**src/rtl/fetch_pkg.sv**
```systemverilog
// Shared types and constants for the instruction prefetch queue.
package fetch_pkg;

    localparam int XLEN = 32;
    localparam logic [XLEN-1:0] NOP_INST = 32'h0000_0013;

    typedef enum logic [1:0] {
        BOOT  = 2'd0,
        FETCH = 2'd1,
        FLUSH = 2'd2
    } fq_state_e;

    typedef struct packed {
        logic [XLEN-1:0] pc;
        logic [XLEN-1:0] inst;
    } fq_entry_t;

    // Instruction fetch is word granular; low address bits are dropped.
    function automatic logic [XLEN-1:0] word_align(input logic [XLEN-1:0] a);
        return {a[XLEN-1:2], 2'b00};
    endfunction

endpackage

```
**src/rtl/fq_ram.sv**
```systemverilog
// Prefetch queue storage: DEPTH x {pc, inst}, one write port, one async read port.
module fq_ram
    import fetch_pkg::*;
#(
    parameter int DEPTH = 4,
    parameter int AW    = $clog2(DEPTH)
) (
    input  logic          clk,
    input  logic          i_we,
    input  logic [AW-1:0] i_waddr,
    input  fq_entry_t     i_wdata,
    input  logic [AW-1:0] i_raddr,
    output fq_entry_t     o_rdata
);

    fq_entry_t r_mem [DEPTH];

    always_ff @(posedge clk) begin
        if (i_we) begin
            r_mem[i_waddr] <= i_wdata;
        end
    end

    assign o_rdata = r_mem[i_raddr];

endmodule

```
**src/rtl/fetch_queue.sv**
```systemverilog
// Instruction prefetch queue feeding decode; credit-based issue, flush on redirect.
// Optional FETCH_QUEUE_BYPASS_EN forwards a response straight to decode when the queue is empty.
module fetch_queue
    import fetch_pkg::*;
#(
    parameter int              DEPTH    = 4,
    parameter logic [XLEN-1:0] RESET_PC = 32'h0000_0000
) (
    input  logic            clk,
    input  logic            rst,
    input  logic            redirect,
    input  logic [XLEN-1:0] redirect_pc,
    input  logic            stall,
    output logic            imem_req,
    output logic [XLEN-1:0] imem_addr,
    input  logic [XLEN-1:0] imem_rdata,
    output logic            inst_valid,
    output logic [XLEN-1:0] inst,
    output logic [XLEN-1:0] inst_pc
);

    localparam int AW = $clog2(DEPTH);
    localparam int CW = AW + 1;

    fq_state_e       r_state;
    logic [XLEN-1:0] r_fetch_pc;
    logic [XLEN-1:0] r_resp_pc;
    logic            r_inflight;
    logic [AW-1:0]   r_wptr;
    logic [AW-1:0]   r_rptr;
    logic [CW-1:0]   r_count;

    logic          w_issue;
    logic          w_head_vld;
    logic          w_bypass;
    logic          w_enq;
    logic          w_deq;
    logic [CW-1:0] w_credits;
    fq_entry_t     w_wdata;
    fq_entry_t     w_head;

    // An outstanding request already owns a slot, so a response always fits.
    assign w_credits = r_count + CW'(r_inflight);
    assign w_issue   = (r_state == FETCH) && !redirect && (w_credits < CW'(DEPTH));

    assign w_head_vld = (r_count != '0);

`ifdef FETCH_QUEUE_BYPASS_EN
    assign w_bypass = r_inflight && !redirect && !stall && !w_head_vld;
`else
    assign w_bypass = 1'b0;
`endif

    // Redirect kills the response arriving this cycle and blocks dequeue.
    assign w_enq = r_inflight && !redirect && !w_bypass;
    assign w_deq = w_head_vld && !stall && !redirect;

    assign w_wdata = '{pc: r_resp_pc, inst: imem_rdata};

    fq_ram #(
        .DEPTH (DEPTH),
        .AW    (AW)
    ) u_ram (
        .clk     (clk),
        .i_we    (w_enq),
        .i_waddr (r_wptr),
        .i_wdata (w_wdata),
        .i_raddr (r_rptr),
        .o_rdata (w_head)
    );

    assign imem_req  = w_issue;
    assign imem_addr = r_fetch_pc;

    always_comb begin
        inst_valid = 1'b0;
        inst       = NOP_INST;
        inst_pc    = '0;
        if (w_head_vld) begin
            inst_valid = 1'b1;
            inst       = w_head.inst;
            inst_pc    = w_head.pc;
        end else if (w_bypass) begin
            inst_valid = 1'b1;
            inst       = imem_rdata;
            inst_pc    = r_resp_pc;
        end
    end

    always_ff @(posedge clk or negedge rst) begin
        if (!rst) begin
            r_state    <= BOOT;
            r_fetch_pc <= RESET_PC;
            r_resp_pc  <= '0;
            r_inflight <= 1'b0;
            r_wptr     <= '0;
            r_rptr     <= '0;
            r_count    <= '0;
        end else if (redirect) begin
            r_state    <= FLUSH;
            r_fetch_pc <= word_align(redirect_pc);
            r_inflight <= 1'b0;
            r_wptr     <= '0;
            r_rptr     <= '0;
            r_count    <= '0;
        end else begin
            unique case (r_state)
                BOOT:    r_state <= FETCH;
                FETCH:   r_state <= FETCH;
                FLUSH:   r_state <= FETCH;
                default: r_state <= BOOT;
            endcase

            r_inflight <= w_issue;
            if (w_issue) begin
                r_fetch_pc <= r_fetch_pc + XLEN'(4);
                r_resp_pc  <= r_fetch_pc;
            end

            if (w_enq) begin
                r_wptr <= r_wptr + AW'(1);
            end
            if (w_deq) begin
                r_rptr <= r_rptr + AW'(1);
            end

            unique case ({w_enq, w_deq})
                2'b10:   r_count <= r_count + CW'(1);
                2'b01:   r_count <= r_count - CW'(1);
                default: r_count <= r_count;
            endcase
        end
    end

endmodule
```
**config.mk**
```make
export PLATFORM = sky130hd
export DESIGN_NAME = fetch_queue
export DESIGN_NICKNAME = d
export VERILOG_FILES = /design/src/rtl/fetch_pkg.sv /design/src/rtl/fq_ram.sv /design/src/rtl/fetch_queue.sv
export SDC_FILE = /design/constraint.sdc
export NUM_CORES = 1
export LEC_CHECK = 0
export BUFFER_PORTS_ARGS = -buffer_cell sky130_fd_sc_hd__clkbuf_2
export CAP_MARGIN = 10
export CORE_MARGIN = 3
export CORE_UTILIZATION = 25
export CTS_CLUSTER_DIAMETER = 200
export DETAILED_ROUTE_END_ITERATION = 7
export PLACE_DENSITY = 0.4
export SYNTH_ARGS = -nofsm -noshare
export SYNTH_HDL_FRONTEND = slang
export SYNTH_SLANG_ARGS = --single-unit
```
**constraint.sdc**
```tcl
create_clock -name clk -period 5.8 [get_ports clk]
set_clock_uncertainty 0.05 [all_clocks]
set_input_delay 0.58 -clock clk [delete_from_list [all_inputs] [get_ports clk]]
set_output_delay 0.58 -clock clk [all_outputs]
set_load 0.02 [all_outputs]
```
* Word level (Yosys, flattened, before mapping)
Memories as Yosys holds them, arrays and structs flattened. Index checks and enable logic that the tools add are counted.
Cells by class: div/mod/pow operators 0, muxes and demuxes 16, reductions and logical operators 15, add/subtract/negate cells 6, multiply operators 0, equal/unequal tests 4, shifts and indexed selects 0, order comparisons 1, bitwise gates (word level) 1
Operator list (count):
- two-way mux 32 bit | 4
- adder 32 x 3 -> 32 bit (second input constant) | 1
- two-way mux 2 bit | 5
- one-hot mux 3 bit (2 select lines) | 1
- nonzero test 2 bit | 3
- nonzero test 3 bit | 2
- logical AND 1 bit | 5
- two-way mux 1 bit | 5
- adder 2 x 1 -> 2 bit (second input constant) | 2
- equality test 2 x 1 -> 1 bit (second input constant) | 2
- equality test 2 bit (second input constant) | 2
- adder 3 x 1 -> 3 bit | 1
- adder 3 x 1 -> 3 bit (second input constant) | 1
- less-than comparator 3 bit (second input constant) | 1
- two-way mux 3 bit | 1
- OR reduction 3 bit | 1
- subtractor 3 x 1 -> 3 bit (second input constant) | 1
- logical NOT 1 bit | 2
- logical NOT 2 bit | 1
- AND reduction 2 bit | 1
- inverter 1 bit | 1
Storage, ports and cells: memory bits (read-only) 0, memories 1, bits in registers 74, bits in latches 0, input port bits 68, memory bits (writable) 256
Memories:
- u_ram.r_mem | depth 4, bits a word 64, read ports 1, clocked after Yosys merged registers in 0, wr ports 1, RTL line fq_ram.sv:16 | fq_entry_t r_mem [DEPTH];

* Depth between registers and ports, before layout
Gate-level depths: netlist of the first run.
word-level depth 6, mapped depth 8, depth with buffers taken out 6

* Modules after synthesis
Synthesis of the first run repeated with hierarchy kept, for this count alone.
Unflattened totals: cell total of the unflattened synthesis 749, area, all modules 13310.3 um2
By module, submodules not included:
- fq_ram | sequential area each 7687.4 um2, area each 9341.5 um2, cells an instance 338, instances 1
- fetch_queue | sequential area each 1751.7 um2, area each 3968.8 um2, cells an instance 411, instances 1

* Worst setup path before layout of the first run
No wires, ideal clock.
kind input-to-reg, start input port redirect, end memory u_ram.r_mem[0][0] in the netlist's numbering (enable), stages 4, path buffers 2, slack 2.688 ns, arrival 2.635 ns, data required time 5.323 ns, cells stage by stage clkbuf_1 > buf_1 > nor2b_1 > and2_1
On the way: cells in the longest elaborated chain, start to end 4
RTL lines:
- from (decl) | RTL line fetch_queue.sv:11 | input logic redirect,
- logical NOT 1 bit | RTL line fetch_queue.sv:55 | assign w_enq = r_inflight && !redirect && !w_bypass;
- logical AND 1 bit | RTL line fetch_queue.sv:55
- two-way mux 1 bit | RTL line fq_ram.sv:19 | if (i_we) begin
- two-way mux 1 bit (implied by the code) | RTL line fq_ram.sv:20 | r_mem[i_waddr] <= i_wdata;
- to (decl) | RTL line fq_ram.sv:16
No other way between the ends.

* Worst setup path in the final report of the first run
start register r_rptr[0], end output port inst[1]
On the way: cells in the longest elaborated chain, start to end 2
RTL lines:
- from (decl) | RTL line fetch_queue.sv:30 | logic [AW-1:0] r_rptr;
- from (signal assigned) | RTL line fetch_queue.sv:124 | r_rptr <= r_rptr + AW'(1);
- memory (4 x 64 bit)
- two-way mux 32 bit | RTL line fetch_queue.sv:79 | if (w_head_vld) begin
- to (decl) | RTL line fetch_queue.sv:18 | output logic [XLEN-1:0] inst,
No other way between the ends.

==> results of run 1 <==
metal layers:
| metal | GRT usage [%] | vias up |
|---|---|---|
| li1 | - | 3367 |
| met1 | 16.63 | 3856 |
| met2 | 19.09 | 200 |
| met3 | 3.286 | 56 |
| met4 | 4.341 | 2 |
| met5 | 0 | - |
cell usage after synthesis (all sizes together), types with 5 or more instances:
cell type,count,share of area [%]
nand4,19,1.0
nand2,13,0.37
and2,65,3.1
or4,13,0.75
ha,5,0.48
buf,21,0.88
edfxtp,248,57
o31ai,9,0.52
nor3,7,0.27
nor2,24,0.69
nand3,28,1.1
nor4,7,0.34
nor2b,13,0.62
a21oi,8,0.31
o21ai,16,0.61
clkbuf,25,0.72
dfrtp,70,13
mux2,32,2.8
a31oi,11,0.53
mux4,62,11
inv,11,0.32
power by group:
group	total [mW]	switching, mW	internal [mW]
registers	2.90	0.214	2.68
clock network	2.29	0.945	1.35
logic	1.23	0.724	0.510
sequential cells by signal (all words and copies together), names as in the netlist:
signal and flops:
r_rptr 2, imem_addr 30, r_state 2, r_resp_pc 30, u_ram.r_mem 248, r_inflight 1, r_count 3, r_wptr 2
placed cells by master, fill, tap and decap left out, drive strengths merged, types with 12 or more instances in the layout:
master,n
nand3,28
edfxtp,248
dfrtp,70
mux2,32
clkbuf,215
inv,12
nor2b,13
o21ai,16
nand2,13
or4,13
and2,65
nand4,19
mux4,62
nor2,24
buf,16
cell families after synthesis:
group	count (synthesis)
AO/OA/AOI/OAI	70
XOR/XNOR	5
adder cells (fa/ha/maj)	6
buffers and inverters	59
flip-flops	318
multiplexers	98
other	1
AND/OR/NAND/NOR	207
worst max-delay path: cells and delay by family (launching register included):
family	cells	cell delay, ns
flip-flops	1	0.75
buffers and inverters	2	0.68
multiplexers	1	0.55
AND/OR/NAND/NOR	1	0.27
per-stage QoR:
step                      instances  instance area [um2]
final                          1644                15870
after detailed placement       1574                14660
after global routing           1644                15870
after floorplan                 767                13080
after CTS                      1644                15870
after global placement         1574                14660
final timing paths:
kind                           startpoint       endpoint  slack (ns)  depth (start not counted)
setup / recovery                r_rptr[0]        inst[1]        2.34                          4
hold / removal             redirect_pc[5]   imem_addr[5]        0.19                          3
setup reg to reg            imem_addr[16]  imem_addr[24]        3.34                          4
hold reg to reg                r_state[0]     r_state[0]        0.43                          1
max in group asynchronous             rst      r_rptr[1]        4.18                          3
min in group asynchronous             rst  imem_addr[21]        0.31                          2
layout make-up:
| cell class | instances | area share [%] |
|---|---|---|
| repair buffers | 175 | 5.801 |
| inverters | 12 | 0.2838 |
| clock inverters | 12 | 0.4650 |
| clock buffers | 57 | 7.102 |
| flip-flops and latches | 318 | 58.00 |
| well taps | 680 | 5.360 |
| multi-input cells | 390 | 22.99 |
==> impl_results.md, run 1 <==
- Status: finished clean
- Setup repair bufs after CTS: 0
- Crit-path cells: buf_4 -> mux4_2 -> or2_2 -> clkbuf_2
- CP startpoint kind: flop
- Initial antenna violation count: 1
- Clock Tree Root: clkbuf_16
- Row count: 83
- Core area: 51510 um2
- All-Layer GR Usage: 12.29%
- CP Data Arrival Time: 2.83 ns
- PortBufs: 159
- Minimum clock period: 3.463 ns
- Residual DRC: 0
- Power density over cell area: 404.7 nW/um2
- Max_cap viols: 0
- FF+latch count, synth: 318
- HPWL Detailed: 20780 um
- Final WS setup: 2.337 ns
- Met3 wire len: 1996 um
- Multi-input gate area: 3650 um2
- Measured slew at the worst slew-check pin: 1.109 ns
- Drt pass-1 iters: 6
- Final Cycle Share: 59.71%
- WL met1: 15380 um
- Largest family of logic cells by synthesized area: multiplexers
- Final Max Tran Viols: 0
- Hold Crit Class: in -> reg
- Synth Flop Type: edfxtp_1
- Fmax: 288.8 MHz
- Cell area after synthesis: 13070 um2
- Skew-Pair Late Insertion Delay: 0.56 ns
- Via count: 7481
- CTS tree: built
- Synth Area in Simple Gates: 9.267%
- Static leakage: 5.480 nW
- Yosys warnings: 0
- Slowest-stage cell, CP: dfrtp_4
- # IOs: 166
- Post-synthesis sequential area ratio: 70.38%
- Placer Congestion: 0.7464
- PnR Total Power: 6.424 mW
- Filler Cells Inserted: 5166
- Fin nets: 1011
- Post-route ant nets: 0
- CTS Buffer Depth: 3
- Slew headroom: 25.36%
- Clock sink total: 318
- Syn_area_per_cell: 17.11 um2
- Largest net degree at the start of global routing: 66
- Synth cell types: 55
- Die H: 234.7 um
- Total gr overflow: 0
- Full die area: 55060 um2
- Hold Fails Final Rpt: 0
- CTS H-Tree Depth: 2
- Share of cells above drive strength 1: 34.96%
- Reg clk slew, reported paths: 0.06 ns
- Synth Area in XOR/XNOR: 0.3351%
- Post-synth ARST share: 22.01%
- Adder-cell share of the synthesized area: 0.6318%
- Pre-CTS WS: 2.799 ns
- CTS Buf Count: 40
- Worst Path Required: 5.17 ns
- Final setup vio count: 0
- Die Wd: 234.7 um
- Resized Gates After CTS: 0
- Max Used Layer: met5
- Cells after Synth: 764
- Area Overhead vs Synth: 21.45%
- Total wire length: 33720 um
- Critical Path End Type: output pin
- Util after Layout: 30.82%
- Compound-cell area share of the yosys netlist: 3.599%
- Peak VDD IR: 0.2049 mV
- Hold slack: 0.1908 ns
- CTS Hold Buffers Added: 1
- First-pass GRT wire length: 51610 um
- Routed wire per std cell: 20.51 um
- Post-synthesis mux area share: 13.75%
- CP peak stage delay: 0.75 ns
- N_diodes: 0
- Number of flops mapped to enable cells by yosys: 248
- CP max FO: 24
- Starting Density: 25.37%
- Drt via density: 4.550
- Vias in the first global route: 8018
- Critical path type: reg -> out
- Iteration-0 DRC Markers: 346
- FF+latch area: 9206 um2
- Metal2 WL: 15550 um
- Setup repair after global routing missed its margin: false
- Fin Setup TNS: 0 ns
(Power assumes the default switching activity.)
==> run 2, diff against run 1 <==
- PLACE_DENSITY: 0.4 -> 0.41
- clock period: 5.8 -> 2.9 ns (I/O delays scaled with it)
==> impl_results.md, run 2 (same netlist as run 1, synthesis figures left out) <==
- Status: finished clean (unchanged)
- Flop pwr share: 43.2% (was 45.1%)
- Drt pass-1 iters: 5 (was 6)
- Hold Crit Class: in -> reg (unchanged)
- Power density over cell area: 790.2 nW/um2 (was 404.7 nW/um2)
- # IOs: 166 (unchanged)
- Critical Path End Type: output pin (unchanged)
- Clock Tree Root: clkbuf_16 (unchanged)
- Crit Reg-Reg Startpoint: imem_addr[9] (was imem_addr[16])
- Vias in the first global route: 8178 (was 8018)
- Drt via density: 4.469 (was 4.550)
- Starting Density: 25.37% (unchanged)
- Die H: 234.7 um (unchanged)
- Most flops, register: u_ram.r_mem (unchanged)
- Most common cell after layout, fill and taps aside: edfxtp_1 (unchanged)
- Final std cells w/o fill: 1730 (was 1644)
- Worst R2R End: imem_addr[24] (unchanged)
- Combinational share of power: 20.4% (was 19.2%)
- Largest net degree at the start of global routing: 56 (was 66)
- CP Data Arrival Time: 2.36 ns (was 2.83 ns)
- Peak VDD IR: 0.3111 mV (was 0.2049 mV)
- Switching Fraction: 28.48% (was 29.31%)
- CTS Buf Count: 39 (was 40)
- First-pass GRT wire length: 53060 um (was 51610 um)
- Skew-Pair Late Insertion Delay: 0.55 ns (was 0.56 ns)
- # placed instances: 1596 (was 1574)
- Static leakage: 5.932 nW (was 5.480 nW)
- Placer Congestion: 0.7640 (was 0.7464)
- Fmax: 370.7 MHz
- Residual DRC: 0 (unchanged)
- Full die area: 55060 um2 (unchanged)
- Hold Fails Final Rpt: 0 (unchanged)
- Minimum clock period: 2.697 ns
- Final Cycle Share: 93.01%
- CTS tree: built (unchanged)
- Row count: 83 (unchanged)
- Reg clk slew, reported paths: 0.05 ns (was 0.06 ns)
- Post-route ant nets: 0 (unchanged)
- Worst Path Required: 2.56 ns (was 5.17 ns)
- Total gr overflow: 0 (unchanged)
- All-Layer GR Usage: 12.67% (was 12.29%)
- Iteration-0 DRC Markers: 352 (was 346)
- Most frequent cells in the layout: 248 x edfxtp_1, 158 x clkbuf_2, 68 x dfrtp_1 (unchanged)
- Die Wd: 234.7 um (unchanged)
- Placement Cell Area: 14960 um2 (was 14660 um2)
- Psw: 3.799 mW (was 1.883 mW)
- Total wire length: 34750 um (was 33720 um)
- Slew headroom: 47.15% (was 25.36%)
- R2R Setup Slk: 0.50 ns (was 3.34 ns)
- Measured slew at the worst slew-check pin: 0.7927 ns (was 1.109 ns)
- Largest register FFs: 248 (unchanged)
- Share of cells above drive strength 1: 34.38% (was 34.96%)
- Final setup vio count: 0 (unchanged)
- Fin nets: 1094 (was 1011)
- CTS H-Tree Depth: 2 (unchanged)
- Pint: 9.541 mW (was 4.541 mW)
- Origin of the worst setup path: r_rptr[0] (unchanged)
- CP startpoint kind: flop (unchanged)
- Core area: 51510 um2 (unchanged)
- Clock sink total: 318 (unchanged)
- Initial antenna violation count: 1 (unchanged)
- Critical path type: reg -> out (unchanged)
- HPWL Detailed: 22280 um (was 20780 um)
- R2r worst-path depth: 4 (unchanged)
- Hold Path Stages: 4 (was 3)
- Clock share of power: 36.5% (was 35.7%)
- CTS Buffer Depth: 3 (unchanged)
- PnR Total Power: 13.34 mW (was 6.424 mW)
- Routed wire per std cell: 20.09 um (was 20.51 um)
- Design area: 16880 um2 (was 15870 um2)
- Final Max Tran Viols: 0 (unchanged)
- Via count: 7732 (was 7481)
- N_diodes: 0 (unchanged)
- Area Overhead vs Synth: 29.18% (was 21.45%)
- HP Start: redirect_pc[27] (was redirect_pc[5])
- Setup repair after global routing missed its margin: false (unchanged)
- CP max FO: 13 (was 24)
- Fin Setup TNS: 0 ns (unchanged)
- Hold Path End: imem_addr[27] (was imem_addr[5])
- Max_cap viols: 0 (unchanged)
- PortBufs: 159 (unchanged)
==> run 2: final cells by class <==
class	instances	area [um2]
fill	5098	34630
sequential	318	9206
multi-input combinational	390	3642
timing repair buffer	259	1854
clock buffer	49	1045
tap	680	850.8
clock inverter	22	240.2
inverter	12	45.04
==> run 2: worst max-delay path by stage <==
stage                        end  slack, ns  cells past startpoint
2_1_floorplan  u_ram.r_mem[0][0]       0.08                      4
3_3_place_gp         inst_pc[10]       0.45                      4
3_5_place_dp         inst_pc[10]       0.46                      4
4_1_cts              inst_pc[10]       0.08                      4
5_1_grt              inst_pc[10]       0.02                      4
6_report             inst_pc[10]       0.20                      4
==> run 2: routing by layer <==
layer	GRT usage [%]	routed length, um	up-vias
met5	0	0	-
met1	17.67	15970	3939
li1	-	-	3536
met4	4.007	703	0
met3	2.453	1678	47
met2	19.99	16400	210
==> run 2: power groups by stage <==
stage | clock network [mW] | registers, mW | logic [mW]
final | 4.86 | 5.76 | 2.72
after global routing | 5.23 | 5.83 | 2.98
after CTS | 5.08 | 5.77 | 2.82
after detailed placement | 0 | 5.89 | 2.69
after global placement | 0 | 5.88 | 2.68
after floorplan | 0 | 5.70 | 1.68
==> run 2: through the flow <==
| step | setup slack, ns | utilization, % | hold slack (ns) |
|---|---|---|---|
| floorplan | 0.07796 | - | -0.05559 |
| global placement | 0.4548 | 29.04 | 0.4005 |
| detailed placement | 0.4611 | 29.04 | 0.3948 |
| CTS | 0.07995 | 32.78 | 0.009973 |
| global route | 0.01898 | 32.78 | 0.06556 |
| finish | 0.2027 | 32.78 | 0.05906 |
==> run 2: repair_timing <==
action,4_1_cts,5_1_grt
hold buffers,62,0
endpoints found under the hold margin,210,0
setup buffers,1,0
setup endpoints to repair,37,0
gates resized for setup,0,0
==> run 2: critical path: stages (launching register included) <==
cell and delay, ns:
dfrtp_4 0.66, buf_4 0.29, mux4_2 0.51, and2_1 0.19, clkbuf_2 0.16
==> run 3, diff against run 2 <==
- ABC_AREA: unset -> 1
==> impl_results.md, run 3 <==
- Status: finished clean (unchanged)
- Die Wd: 238.5 um (was 234.7 um)
- Full die area: 56880 um2 (was 55060 um2)
- Slowest-stage cell, CP: dfrtp_4 (unchanged)
- Via count: 9694 (was 7732)
- Largest register FFs: 248 (unchanged)
- Vias in the first global route: 9683 (was 8178)
- Hold Fails Final Rpt: 0 (unchanged)
- Total gr overflow: 0 (unchanged)
- Final std cells w/o fill: 2211 (was 1730)
- Power density over cell area: 843.7 nW/um2 (was 790.2 nW/um2)
- Final Cycle Share: 89.68% (was 93.01%)
- Drt via density: 4.384 (was 4.469)
- CP max FO: 70 (was 13)
- Critical path type: reg -> out (unchanged)
- Hold Crit Class: in -> reg (unchanged)
- Final Max Tran Viols: 0 (unchanged)
- Slew headroom: 63.46% (was 47.15%)
- Residual DRC: 0 (unchanged)
- Design area: 16930 um2 (was 16880 um2)
- CP Data Arrival Time: 2.26 ns (was 2.36 ns)
- N_diodes: 0 (unchanged)
- FF+latch count, synth: 318 (unchanged)
- First-pass GRT wire length: 58430 um (was 53060 um)
- HPWL Detailed: 23240 um (was 22280 um)
- Setup repair after global routing missed its margin: false (unchanged)
- Core area: 52970 um2 (was 51510 um2)
- Area Overhead vs Synth: 25.28% (was 29.18%)
- Reg clk slew, reported paths: 0.06 ns (was 0.05 ns)
- Fmax: 384.5 MHz (was 370.7 MHz)
- Most frequent cells in the layout: 288 x nor2_1, 248 x edfxtp_1, 201 x nand2_1 (was 248 x edfxtp_1, 158 x clkbuf_2, 68 x dfrtp_1)
- Iteration-0 DRC Markers: 634 (was 352)
- CTS Buf Count: 39 (unchanged)
- Util after Layout: 31.96% (was 32.78%)
- Largest net degree at the start of global routing: 71 (was 56)
- Minimum clock period: 2.601 ns (was 2.697 ns)
- Share of cells above drive strength 1: 17.73% (was 34.38%)
- Synth cell count leaders: 292 x nor2_1, 248 x edfxtp_1, 201 x nand2_1 (was 248 x edfxtp_1, 70 x dfrtp_1, 65 x and2_1)
- Switching Fraction: 34.84% (was 28.48%)
- Placement Cell Area: 15160 um2 (was 14960 um2)
- Routed wire per std cell: 17.19 um (was 20.09 um)
- # IOs: 166 (unchanged)
- Most common cell after layout, fill and taps aside: nor2_1 (was edfxtp_1)
- All-Layer GR Usage: 13.41% (was 12.67%)
- Cell area after synthesis: 13510 um2 (was 13070 um2)
- Row count: 84 (was 83)
- Most flops, register: u_ram.r_mem (unchanged)
- # placed instances: 2084 (was 1596)
- Fin Setup TNS: 0 ns (unchanged)
- Clock sink total: 318 (unchanged)
- CP startpoint kind: flop (unchanged)
- Yosys warnings: 0 (unchanged)
- Flop pwr share: 40.8% (was 43.2%)
- Post-synth ARST share: 22.01% (unchanged)
- Clock share of power: 32.8% (was 36.5%)
- CP peak stage delay: 0.51 ns (was 0.66 ns)
- Crit-path cells: clkinv_2 -> buf_12 -> nor2_1 -> o311ai_0 -> clkbuf_2 (was buf_4 -> mux4_2 -> and2_1 -> clkbuf_2)
- Post-route ant nets: 0 (unchanged)
- Psw: 4.977 mW (was 3.799 mW)
- Filler Cells Inserted: 5499 (was 5098)
- Fin nets: 1567 (was 1094)
- CTS tree: built (unchanged)
- FF+latch area: 9204 um2 (was 9206 um2)
- Post-synthesis sequential area ratio: 68.07% (was 70.38%)
- Final setup vio count: 0 (unchanged)
- Placer Congestion: 0.8533 (was 0.7640)
- Max_cap viols: 0 (unchanged)
- Cells after Synth: 1279 (was 764)
- Most numerous cell in the Yosys netlist: nor2_1 (was edfxtp_1)
- Measured slew at the worst slew-check pin: 0.5413 ns (was 0.7927 ns)
- Hold slack: 0.03380 ns (was 0.05906 ns)
- Setup repair bufs after CTS: 0 (was 1)
- Critical Path End Type: output pin (unchanged)
- Synth Flop Type: edfxtp_1 (unchanged)
- Worst Path Required: 2.56 ns (about the same)
- PortBufs: 159 (unchanged)
- Combinational share of power: 26.4% (was 20.4%)
- Initial antenna violation count: 0 (was 1)
- Clock Tree Root: clkbuf_16 (unchanged)
- Dominant cells by area after synthesis: edfxtp_1 55%, dfrtp_1 13%, nor2_1 8.1% (was edfxtp_1 57%, dfrtp_1 13%, mux4_2 11%)
- Multi-input gate area: 3764 um2 (was 3642 um2)
- Starting Density: 25.51% (was 25.37%)
- Pint: 9.307 mW (was 9.541 mW)
- CTS H-Tree Depth: 2 (unchanged)
- CTS Buffer Depth: 3 (unchanged)
- Static leakage: 6.546 nW (was 5.932 nW)
- Syn_area_per_cell: 10.57 um2 (was 17.11 um2)
- Die H: 238.5 um (was 234.7 um)
- Peak VDD IR: 0.3580 mV (was 0.3111 mV)
- Synth cell types: 35 (was 55)
- Total wire length: 38010 um (was 34750 um)
- Top-area cell type share of the netlist area: 55.11% (was 56.98%)
- Drt pass-1 iters: 5 (unchanged)
- Skew-Pair Late Insertion Delay: 0.54 ns (was 0.55 ns)
- Number of flops mapped to enable cells by yosys: 248 (unchanged)
- Area leader, netlist: edfxtp_1 (unchanged)
==> run 3: cell count changes after synthesis, moves of 54 or more <==
| cell | delta |
|---|---|
| nor2_1 | +268 |
| mux4_2 | -62 |
| nand2_1 | +188 |
| o21ai_0 | +146 |
| a21oi_1 | +54 |
| and2_1 | -64 |
==> run 3: cells by family (layout without fill, tap and decap cells) <==
kind of cell / Yosys count / after routing / share of synthesized area (%)
AND/OR/NAND/NOR: 573 / 573 / 17.28
flip-flops: 318 / 318 / 68.07
AO/OA/AOI/OAI: 238 / 238 / 9.046
buffers and inverters: 134 / 375 / 4.388
XOR/XNOR: 9 / 9 / 0.5832
adder cells (fa/ha/maj): 6 / 6 / 0.6111
other: 1 / 4 / 0.02775
==> run 3: layer usage <==
metal  global-route usage [%]  vias to the layer above  wire length, um
met5                        0                        -                0
met4                    4.032                        0              850
met3                    3.080                       40             1960
met2                    21.13                      228            17390
met1                    18.50                     4664            17810
li1                         -                     4762                -
==> run 3: metrics by stage <==
| stage | total power, mW | setup slack [ns] |
|---|---|---|
| floorplan | 8.062 | -0.9709 |
| global placement | 9.738 | 0.5851 |
| detailed placement | 9.764 | 0.5647 |
| CTS | 14.60 | 0.1779 |
| global route | 15.15 | 0.1098 |
| finish | 14.28 | 0.2992 |
==> run 3: path summary, 6_finish.rpt <==
check                           startpoint       endpoint  slack [ns]  cells after the start
max reg2reg                     r_count[0]     r_count[2]        0.88                      9
min reg2reg                     r_state[1]     r_state[0]        0.39                      1
min                        redirect_pc[29]  imem_addr[29]        0.03                      5
max in group asynchronous              rst  imem_addr[14]        1.91                      3
max                              r_rptr[0]        inst[0]        0.30                      5
min in group asynchronous              rst   imem_addr[8]        0.21                      2
==> run 3: worst max-delay path: cells and delay by family (launching register included) <==
family | cells | cell delay (ns)
AO/OA/AOI/OAI | 1 | 0.48
buffers and inverters | 3 | 0.63
flip-flops | 1 | 0.51
AND/OR/NAND/NOR | 1 | 0.07
==> run 3: layout make-up <==
cell class	count	share of cell area, %
clock buffer	55	6.178
timing repair buffer	237	9.666
inverter	67	1.508
clock inverter	16	0.9755
tap	688	5.084
multi-input combinational	830	22.23
sequential	318	54.36
==> run 3: power groups by stage <==
stage	Sequential (mW)	Clock (mW)	Combinational [mW]
3_3_place_gp	5.91	0	3.83
3_5_place_dp	5.92	0	3.85
4_1_cts	5.83	4.85	3.92
2_1_floorplan	5.79	0	2.28
6_report	5.82	4.68	3.78
5_1_grt	5.88	5.04	4.22
==> run 3: what timing repair did <==
action / CTS / global route
gates resized for setup: 1 / 0
hold buffers: 56 / 0
setup endpoints to repair: 18 / 0
hold endpoints to repair: 184 / 0
